$ cat config.mk
export PLATFORM = sky130hd
export DESIGN_NAME = adder_sequencer_flat
export DESIGN_NICKNAME = d
export VERILOG_FILES = /design/src/rtl/adder_sequencer_if.sv /design/src/rtl/adder_sequencer.sv /design/src/flat_wrapper.sv
export SDC_FILE = /design/constraint.sdc
export NUM_CORES = 1
export LEC_CHECK = 0
export ABC_CLOCK_PERIOD_IN_PS = 2850
export CAP_MARGIN = 20
export CORE_ASPECT_RATIO = 0.6
export CORE_MARGIN = 3
export CORE_UTILIZATION = 49
export DETAILED_ROUTE_END_ITERATION = 10
export GPL_TIMING_DRIVEN = 0
export HOLD_SLACK_MARGIN = 0.12
export PLACE_DENSITY_LB_ADDON = 0.1
export SLEW_MARGIN = 20
export SYNTH_ARGS = -nofsm -noshare
export SYNTH_HDL_FRONTEND = slang
export SYNTH_SLANG_ARGS = --single-unit
$ cat constraint.sdc
create_clock -name clk -period 2.85 [get_ports clk]
set_clock_uncertainty 0.1 [all_clocks]
set_input_delay 0.285 -clock clk [delete_from_list [all_inputs] [get_ports clk]]
set_output_delay 0.285 -clock clk [all_outputs]
set_load 0.01 [all_outputs]
$ cat src/rtl/adder_sequencer_if.sv
// Operand/result bus between the sequencer and the external 32-bit adder.
interface adder_sequencer_if;
  logic [31:0] numA;
  logic [31:0] numB;
  logic        cin_out;
  logic [31:0] sum;
  logic        cout_in;

  modport master (output numA, numB, cin_out, input sum, cout_in);
  modport slave  (input numA, numB, cin_out, output sum, cout_in);
endinterface

$ cat src/rtl/adder_sequencer.sv
// Byte-wise operand loader for an external adder: debounced buttons drive a
// LOAD_A -> LOAD_B -> WAIT -> DONE sequence and the captured result is shown a byte at a time.
module adder_sequencer #(
  parameter int DEBOUNCE_CYCLES = 4,
  parameter int ADD_LATENCY     = 2
) (
  input  logic                clk,
  input  logic                rst_n,
  input  logic [7:0]          inp,
  input  logic                cin,
  input  logic                set,
  input  logic                clear,
  input  logic [1:0]          select,
  adder_sequencer_if.master   bus,
  output logic [7:0]          out,
  output logic                cout,
  output logic [1:0]          state,
  output logic [1:0]          byte_idx,
  output logic                done
);

  localparam int DBW = (DEBOUNCE_CYCLES > 1) ? $clog2(DEBOUNCE_CYCLES + 1) : 1;
  localparam int WCW = (ADD_LATENCY > 0) ? $clog2(ADD_LATENCY + 1) : 1;

  typedef enum logic [1:0] {
    S_LOAD_A = 2'd0,
    S_LOAD_B = 2'd1,
    S_WAIT   = 2'd2,
    S_DONE   = 2'd3
  } st_t;

  function automatic logic [31:0] put_lane(input logic [31:0] word,
                                           input logic [1:0]  idx,
                                           input logic [7:0]  b);
    logic [31:0] r;
    r = word;
    r[{idx, 3'b000} +: 8] = b;
    return r;
  endfunction

  // Bit 0 tracks set, bit 1 tracks clear.
  logic [1:0]     raw;
  logic [1:0]     sync_p0;
  logic [1:0]     sync_p1;
  logic [1:0]     db;
  logic [1:0]     db_q;
  logic [DBW-1:0] db_cnt [2];
  logic           set_p;
  logic           clr_p;

  st_t            state_q;
  st_t            state_nx;
  logic [1:0]     byte_q;
  logic [31:0]    numA_q;
  logic [31:0]    numB_q;
  logic           cin_q;
  logic [31:0]    result_q;
  logic           cout_q;
  logic [WCW-1:0] wcnt_q;

  logic           wr_a;
  logic           wr_b;
  logic           cap;
  logic           restart;

  assign raw = {clear, set};

  // Stage p0/p1: two-flop synchronizer for the raw buttons
  always_ff @(posedge clk or negedge rst_n) begin
    if (!rst_n) begin
      sync_p0 <= '0;
      sync_p1 <= '0;
    end else begin
      sync_p0 <= raw;
      sync_p1 <= sync_p0;
    end
  end

  // Debounce: flip the level only after DEBOUNCE_CYCLES consecutive disagreeing samples
  always_ff @(posedge clk or negedge rst_n) begin
    if (!rst_n) begin
      db        <= '0;
      db_q      <= '0;
      db_cnt[0] <= '0;
      db_cnt[1] <= '0;
    end else begin
      db_q <= db;
      for (int i = 0; i < 2; i++) begin
        if (sync_p1[i] == db[i]) begin
          db_cnt[i] <= '0;
        end else if (db_cnt[i] == DBW'(DEBOUNCE_CYCLES - 1)) begin
          db[i]     <= ~db[i];
          db_cnt[i] <= '0;
        end else begin
          db_cnt[i] <= db_cnt[i] + 1'b1;
        end
      end
    end
  end

  assign set_p = db[0] & ~db_q[0];
  assign clr_p = db[1] & ~db_q[1];

  always_ff @(posedge clk or negedge rst_n) begin
    if (!rst_n) begin
      state_q <= S_LOAD_A;
    end else begin
      state_q <= state_nx;
    end
  end

  always_comb begin
    state_nx = state_q;
    if (clr_p) begin
      state_nx = S_LOAD_A;
    end else begin
      case (state_q)
        S_LOAD_A: if (set_p && byte_q == 2'd3) state_nx = S_LOAD_B;
        S_LOAD_B: if (set_p && byte_q == 2'd3) state_nx = S_WAIT;
        S_WAIT:   if (wcnt_q == '0)            state_nx = S_DONE;
        S_DONE:   if (set_p)                   state_nx = S_LOAD_A;
        default:                               state_nx = S_LOAD_A;
      endcase
    end
  end

  // Clear overrides every per-state action, including a same-cycle set.
  always_comb begin
    wr_a    = 1'b0;
    wr_b    = 1'b0;
    cap     = 1'b0;
    restart = 1'b0;
    done    = (state_q == S_DONE);
    if (!clr_p) begin
      case (state_q)
        S_LOAD_A: wr_a    = set_p;
        S_LOAD_B: wr_b    = set_p;
        S_WAIT:   cap     = (wcnt_q == '0);
        S_DONE:   restart = set_p;
        default:  ;
      endcase
    end
  end

  always_ff @(posedge clk or negedge rst_n) begin
    if (!rst_n) begin
      numA_q   <= '0;
      numB_q   <= '0;
      byte_q   <= '0;
      cin_q    <= 1'b0;
      result_q <= '0;
      cout_q   <= 1'b0;
      wcnt_q   <= '0;
    end else if (clr_p) begin
      numA_q   <= '0;
      numB_q   <= '0;
      byte_q   <= '0;
      cin_q    <= 1'b0;
      result_q <= '0;
      cout_q   <= 1'b0;
      wcnt_q   <= '0;
    end else begin
      if (wr_a) begin
        numA_q <= put_lane(numA_q, byte_q, inp);
        byte_q <= byte_q + 2'd1;
      end
      if (wr_b) begin
        numB_q <= put_lane(numB_q, byte_q, inp);
        byte_q <= byte_q + 2'd1;
        if (byte_q == 2'd3) begin
          cin_q  <= cin;
          wcnt_q <= WCW'(ADD_LATENCY);
        end
      end
      if (state_q == S_WAIT && wcnt_q != '0) begin
        wcnt_q <= wcnt_q - 1'b1;
      end
      if (cap) begin
        result_q <= bus.sum;
        cout_q   <= bus.cout_in;
      end
      if (restart) begin
        numA_q <= '0;
        numB_q <= '0;
        byte_q <= '0;
        cin_q  <= 1'b0;
      end
    end
  end

  assign bus.numA    = numA_q;
  assign bus.numB    = numB_q;
  assign bus.cin_out = cin_q;
  assign out         = result_q[{select, 3'b000} +: 8];
  assign cout        = cout_q;
  assign state       = state_q;
  assign byte_idx    = byte_q;

endmodule

$ cat src/flat_wrapper.sv
// flat-port wrapper written by rule: the top's interface ports become plain ports
module adder_sequencer_flat 
#(
  parameter int DEBOUNCE_CYCLES = 4,
  parameter int ADD_LATENCY     = 2
)
  (clk, rst_n, inp, cin, set, clear, select, out, cout, state, byte_idx, done, bus_numA, bus_numB, bus_cin_out, bus_sum, bus_cout_in);
  adder_sequencer_if bus_i ();
  input  logic clk;
  input  logic rst_n;
  input  logic [7:0] inp;
  input  logic cin;
  input  logic set;
  input  logic clear;
  input  logic [1:0] select;
  output logic [7:0] out;
  output logic cout;
  output logic [1:0] state;
  output logic [1:0] byte_idx;
  output logic done;
  output wire logic [$bits(bus_i.numA)-1:0] bus_numA;
  output wire logic [$bits(bus_i.numB)-1:0] bus_numB;
  output wire logic [$bits(bus_i.cin_out)-1:0] bus_cin_out;
  input wire logic [$bits(bus_i.sum)-1:0] bus_sum;
  input wire logic [$bits(bus_i.cout_in)-1:0] bus_cout_in;
  assign bus_numA = bus_i.numA;
  assign bus_numB = bus_i.numB;
  assign bus_cin_out = bus_i.cin_out;
  assign bus_i.sum = bus_sum;
  assign bus_i.cout_in = bus_cout_in;
  adder_sequencer #(.DEBOUNCE_CYCLES(DEBOUNCE_CYCLES), .ADD_LATENCY(ADD_LATENCY)) u_core (.clk(clk), .rst_n(rst_n), .inp(inp), .cin(cin), .set(set), .clear(clear), .select(select), .bus(bus_i), .out(out), .cout(cout), .state(state), .byte_idx(byte_idx), .done(done));
endmodule
Word-level counts from Yosys, hierarchy flattened --
Cells that the tools add are included.
Word-level totals: input bits 48, output and inout port bits 79, logic and storage cells 102, bits in registers 118
Cells by class: $add $sub $neg 5, bitwise operators 8, mux-type cells 42, eq/ne operators 12, shifts and indexed selects 3, reductions and logical operators 17
Operators with widths (count):
- 32-bit two-way mux | 8
- 32-bit bitwise mux | 2
- 8-bit by 7-bit variable shift with 32-bit output, first input constant | 1
- 32-bit by 6-bit indexed part select with 8-bit output | 1
- 8-bit by 7-bit indexed part select with 32-bit output | 1
- 2-bit two-way mux | 13
- 3-bit nonzero test | 5
- 1-bit two-way mux | 14
- 3-bit two-way mux | 4
- 3-bit by 1-bit != test with 1-bit output, second input constant | 4
- 2-bit one-hot mux with 4 select lines | 1
- 2-bit AND reduction | 4
- 5-bit negation with 7-bit output | 1
- 3-bit by 1-bit adder with 3-bit output, second input constant | 2
- 2-bit == test, second input constant | 3
- 3-bit by 2-bit == test with 1-bit output, second input constant | 2
- 1-bit inverter | 6
- 2-bit zero test | 2
- 4-bit AND reduction | 1
- 2-bit nonzero test | 2
- 4-bit nonzero test | 1
- 2-bit by 1-bit adder with 2-bit output, second input constant | 1
- 1-bit bitwise AND | 2
- 1-bit == test | 2
- other kinds (3) | 4

Longest topological paths before layout --
Gate-level depths: netlist (run 1).
depth in word-level cells 8, gate-level depth with buffers 7, depth with buffers taken out 6

Worst setup path after synthesis (run 1) --
Ideal clock, no wire load.
path kind register to register, start reg u_core.byte_q[0], in the netlist u_core.byte_idx[0], end reg u_core.numB_q[0], in the netlist u_core.bus.numB[0], slack 0.721 ns, arrival time 1.957 ns, required time 2.678 ns, period minus slack after synthesis 2.129 ns, buffers on the path 0, setup time 0.072 ns, stages on the path, launching flop included 7, path through dfrtp_1 inv_2 ha_1 or3b_1 nor3_2 a22oi_1 nor2_1
On the way: cells in the longest elaborated chain, start to end 6, elaborated cells on any way between the ends 7, classes of those cells add/sub (1); shift (2); mux (4)
RTL lines:
- from (decl) | RTL line adder_sequencer.sv:53 | logic [1:0] byte_q;
- from (signal assigned) | RTL line adder_sequencer.sv:165 | byte_q <= byte_q + 2'd1;
- from (signal assigned) | RTL line adder_sequencer.sv:169 | byte_q <= byte_q + 2'd1;
- 5-bit negation with 7-bit output (*) | RTL line adder_sequencer.sv:37 | r[{idx, 3'b000} +: 8] = b;
- 8-bit by 7-bit indexed part select with 32-bit output / 8-bit by 7-bit variable shift with 32-bit output (equally long branches) | RTL line adder_sequencer.sv:37
- 32-bit bitwise mux (*) | RTL line adder_sequencer.sv:37
- 32-bit two-way mux (*) | RTL line adder_sequencer.sv:167 | if (wr_b) begin
- 32-bit two-way mux (*) | RTL line adder_sequencer.sv:182 | if (restart) begin
- 32-bit two-way mux (*) | RTL line adder_sequencer.sv:154 | end else if (clr_p) begin
- to (signal assigned) | RTL line adder_sequencer.sv:168 | numB_q <= put_lane(numB_q, byte_q, inp);
- to (decl) | RTL line adder_sequencer.sv:55 | logic [31:0] numB_q;
Every way passes the cells marked *; elsewhere a longest branch is shown, timed or not. The select of a mux whose other input is x is not followed. A chain may end at the register's enable or synchronous reset.

Worst setup path after layout (run 1) --
start reg u_core.byte_q[0], in the netlist u_core.byte_idx[0], end reg u_core.numB_q[5], in the netlist u_core.bus.numB[5]
Same word-level chain as after synthesis.

==> results of run 1 <==
flip-flops by register name, summed over array words and instances, names as in the netlist:
name                count
u_core.db_q             2
u_core.wcnt_q           2
u_core.bus.numA        32
u_core.byte_idx         2
u_core.result_q        32
u_core.bus.cin_out      1
u_core.state            2
u_core.sync_p1          2
u_core.cout             1
u_core.db_cnt           6
u_core.sync_p0          2
u_core.db               2
u_core.bus.numB        32
worst paths after layout:
check / slack, ps / cells past startpoint / to / startpoint
max: 330 / 6 / u_core.bus.numB[5]$_DFFE_PN0P_ / u_core.byte_idx[0]$_DFFE_PN0P_
min: 160 / 3 / u_core.bus.numA[14]$_DFFE_PN0P_ / inp[6]
max reg2reg: 330 / 6 / u_core.bus.numB[5]$_DFFE_PN0P_ / u_core.byte_idx[0]$_DFFE_PN0P_
min reg2reg: 250 / 0 / u_core.sync_p1[1]$_DFF_PN0_ / u_core.sync_p0[1]$_DFF_PN0_
max in group asynchronous: 1670 / 3 / u_core.bus.numA[10]$_DFFE_PN0P_ / rst_n
min in group asynchronous: 260 / 2 / u_core.result_q[2]$_DFFE_PN0P_ / rst_n
tightest hold or removal path, cell delays in order:
cell	delay (ps)
buf_2	180
nand2_1	80
mux2i_1	70
cell usage after synthesis (2+ instances only):
master	count
dfrtp_1	118
a22o_1	49
nand2_1	26
inv_1	23
buf_2	17
mux2i_1	17
a32o_1	16
nor2_1	16
ha_1	13
nand3_1	11
a21oi_1	10
clkbuf_1	9
a22oi_1	8
mux4_2	8
and3_1	5
mux2_2	4
nor3b_1	4
nand2b_1	3
nor2b_1	3
o21ai_2	3
nor2_2	2
nor3_1	2
nor3_2	2
o21a_1	2
or3b_1	2
xnor2_1	2
area by class of cell:
cell class	instances	area [sq um]	share of cell area, %
buffer	29	141	2.02
clock buffer	22	484	6.91
clock inverter	9	100	1.43
inverter	24	90.1	1.29
multi-input combinational	224	1870	26.7
sequential	118	2950	42.2
tap	135	169	2.41
timing repair buffer	118	1200	17.1
metal layers:
metal / global-route usage, % / share of wire [%]
met1: 37.5 / 48
met2: 35.4 / 43
met3: 6.83 / 8.2
met4: 6.79 / 0.76
met5: 0 / 0
logic make-up after synthesis:
family                     synth area share (%)
and+or+nand+nor                            9.81
AOI/OAI and AO/OA                          15.8
xor gates and xnor gates                  0.347
muxes                                      7.83
DFF                                        58.5
buffers and inverters                      4.58
adders and majority gates                  3.22
what timing repair did:
item,4_1_cts,5_1_grt
endpoints found under the hold margin,42,0
hold buffers,1,0
setup buffers,0,0
setup endpoints to repair,0,0
power groups by stage:
stage / Clock (mW) / Combinational (mW) / Sequential (mW)
6_report: 2.09 / 2.52 / 2.37
3_3_place_gp: 0 / 2.40 / 2.36
4_1_cts: 2.12 / 2.53 / 2.36
2_1_floorplan: 0 / 1.42 / 2.41
5_1_grt: 2.21 / 2.75 / 2.42
3_5_place_dp: 0 / 2.49 / 2.38
==> impl_metrics.py, run 1 <==
metrics = {
    "placement": {
        "place_inst": 647,
        "place.gp.congestion": 0.812,
        "dpl_worst_slack_ps": 401,
        "placed_cell_area_sq_um": 6410,
        "portBuffers": 116,
        "hpwl_um": 9450,
    },
    "setup_path": {
        "start_kind": "flip-flop",
        "cpLargestDelayFamily": "simple AND/OR/NAND/NOR gates",
        "required_ps": 3090,
        "slowest_stage": "dfrtp_1",
        "arrival_ps": 2760,
        "end_kind": "flip-flop",
        "cp_cell_sequence": "inv_2, ha_1, or3b_1, nor3_2, a22oi_1, nor2_1",
        "critPathMaxFanout": 10,
        "path_buf_inv": 1,
        "path_class": "reg2reg",
        "cp_slowest_stage_delay_ps": 540,
    },
    "logic_synthesis": {
        "synth_nets": 456,
        "yosys-top-cells-area": "dfrtp_1, a22o_1, mux4_2",
        "syn_area_sq_um": 5050,
        "synth_edf_count": 0,
        "ys_types": 46,
        "synth_cells": 395,
        "yosysTopAreaCell": "dfrtp_1",
        "yosysTopAreaCellShare_pct": 58.5,
        "synth-async-reset-ratio_pct": 100,
        "avgSynthCellArea_sq_um": 12.8,
        "yosysWarnings": 0,
        "ys.flop_type": "dfrtp_1",
        "ys_seq_area_share_pct": 58.5,
        "ys_ff_latch": 118,
    },
    "floorplanning": {
        "pin_count": 127,
        "initial_core_util_pct": 50.8,
        "die_x_um": 137,
        "core_area_sq_um": 9950,
        "core.rowCount": 28,
        "dieArea_sq_um": 11600,
        "die_h_um": 84.6,
    },
    "clock_network": {
        "clock_sinks": 118,
        "numCtsBuffers": 17,
        "ctsResizeCount": 0,
        "root_buffer": "clkbuf_16",
        "clk_latency_ps": 410,
        "htree_levels": 4,
        "cts_tree": "yes",
        "cts_buffer_depth": 2,
        "clkTransAtPathRegs_ps": 50,
    },
    "sta": {
        "fin_setup_tns_ps": 0,
        "hold_viol_final": 0,
        "slew-limit-headroom_pct": 57.9,
        "worst_pin_slew_ps": 629,
        "setup_ws_ps": 330,
        "drv_slew": 0,
        "worst_hold_slack_ps": 155,
        "rsz0062_at_grt": "no",
        "setup_viol": 0,
        "fmax_ghz": 0.397,
        "timing.final.crit_share_pct": 88.4,
        "fin_crit_ps": 2520,
    },
    "grt": {
        "grt_max_degree": 77,
        "antenna_found_initial": 0,
        "grt_pass1_wl_um": 21600,
        "grt_usage_pct": 24.8,
        "grt_overflow": 0,
        "grt_pass1_vias": 3971,
    },
    "status": {
        "run_status": "finished, final reports clean",
    },
    "finish": {
        "n_fill_cell": 720,
        "layout_commonest_cell": "dfrtp_1",
        "instances_no_fill": 679,
        "final_util_pct": 70.4,
        "stdcell_area_sq_um": 7000,
        "most-common-layout-cells": "dfrtp_1, clkdlybuf4s50_1, a22o_1, nand2_1, inv_1",
        "fin_nets": 593,
        "drive_above_1_share_pct": 14.2,
        "insertedDiodeCount": 0,
        "syn_to_final_growth_pct": 38.7,
    },
    "routing": {
        "wl_um": 13600,
        "avgViaCountPerCell": 5.56,
        "ant_nets": 0,
        "drc": 0,
        "wl_per_cell_um": 20.1,
        "drtIter0Drc": 227,
        "dr.pass1.iters": 5,
        "num_vias": 3777,
    },
    "power_and_ir_drop": {
        "combPwrFrac_pct": 36.1,
        "power_switching_mw": 2.33,
        "p_int_mw": 4.65,
        "power_density_nw_per_um2": 997,
        "ir_drop_v": 0.000620,
        "power_leakage_nw": 3.11,
        "p_sw_share_pct": 33.4,
        "seq_power_share_pct": 33.9,
        "power_frac_clock_pct": 30.0,
        "total_power_mw": 6.98,
    },
    "job": {
        "drv_cap": 0,
    },
    "min_path": {
        "hp-class": "in2reg",
    },
}
Power figures use the tool's default switching activity.
==> run 2: changes to the inputs <==
Settings changed: GPL_ROUTABILITY_DRIVEN set to 0.
==> results of run 2 <==
The final DEF is identical to that of run 1; final timing and power are the same.
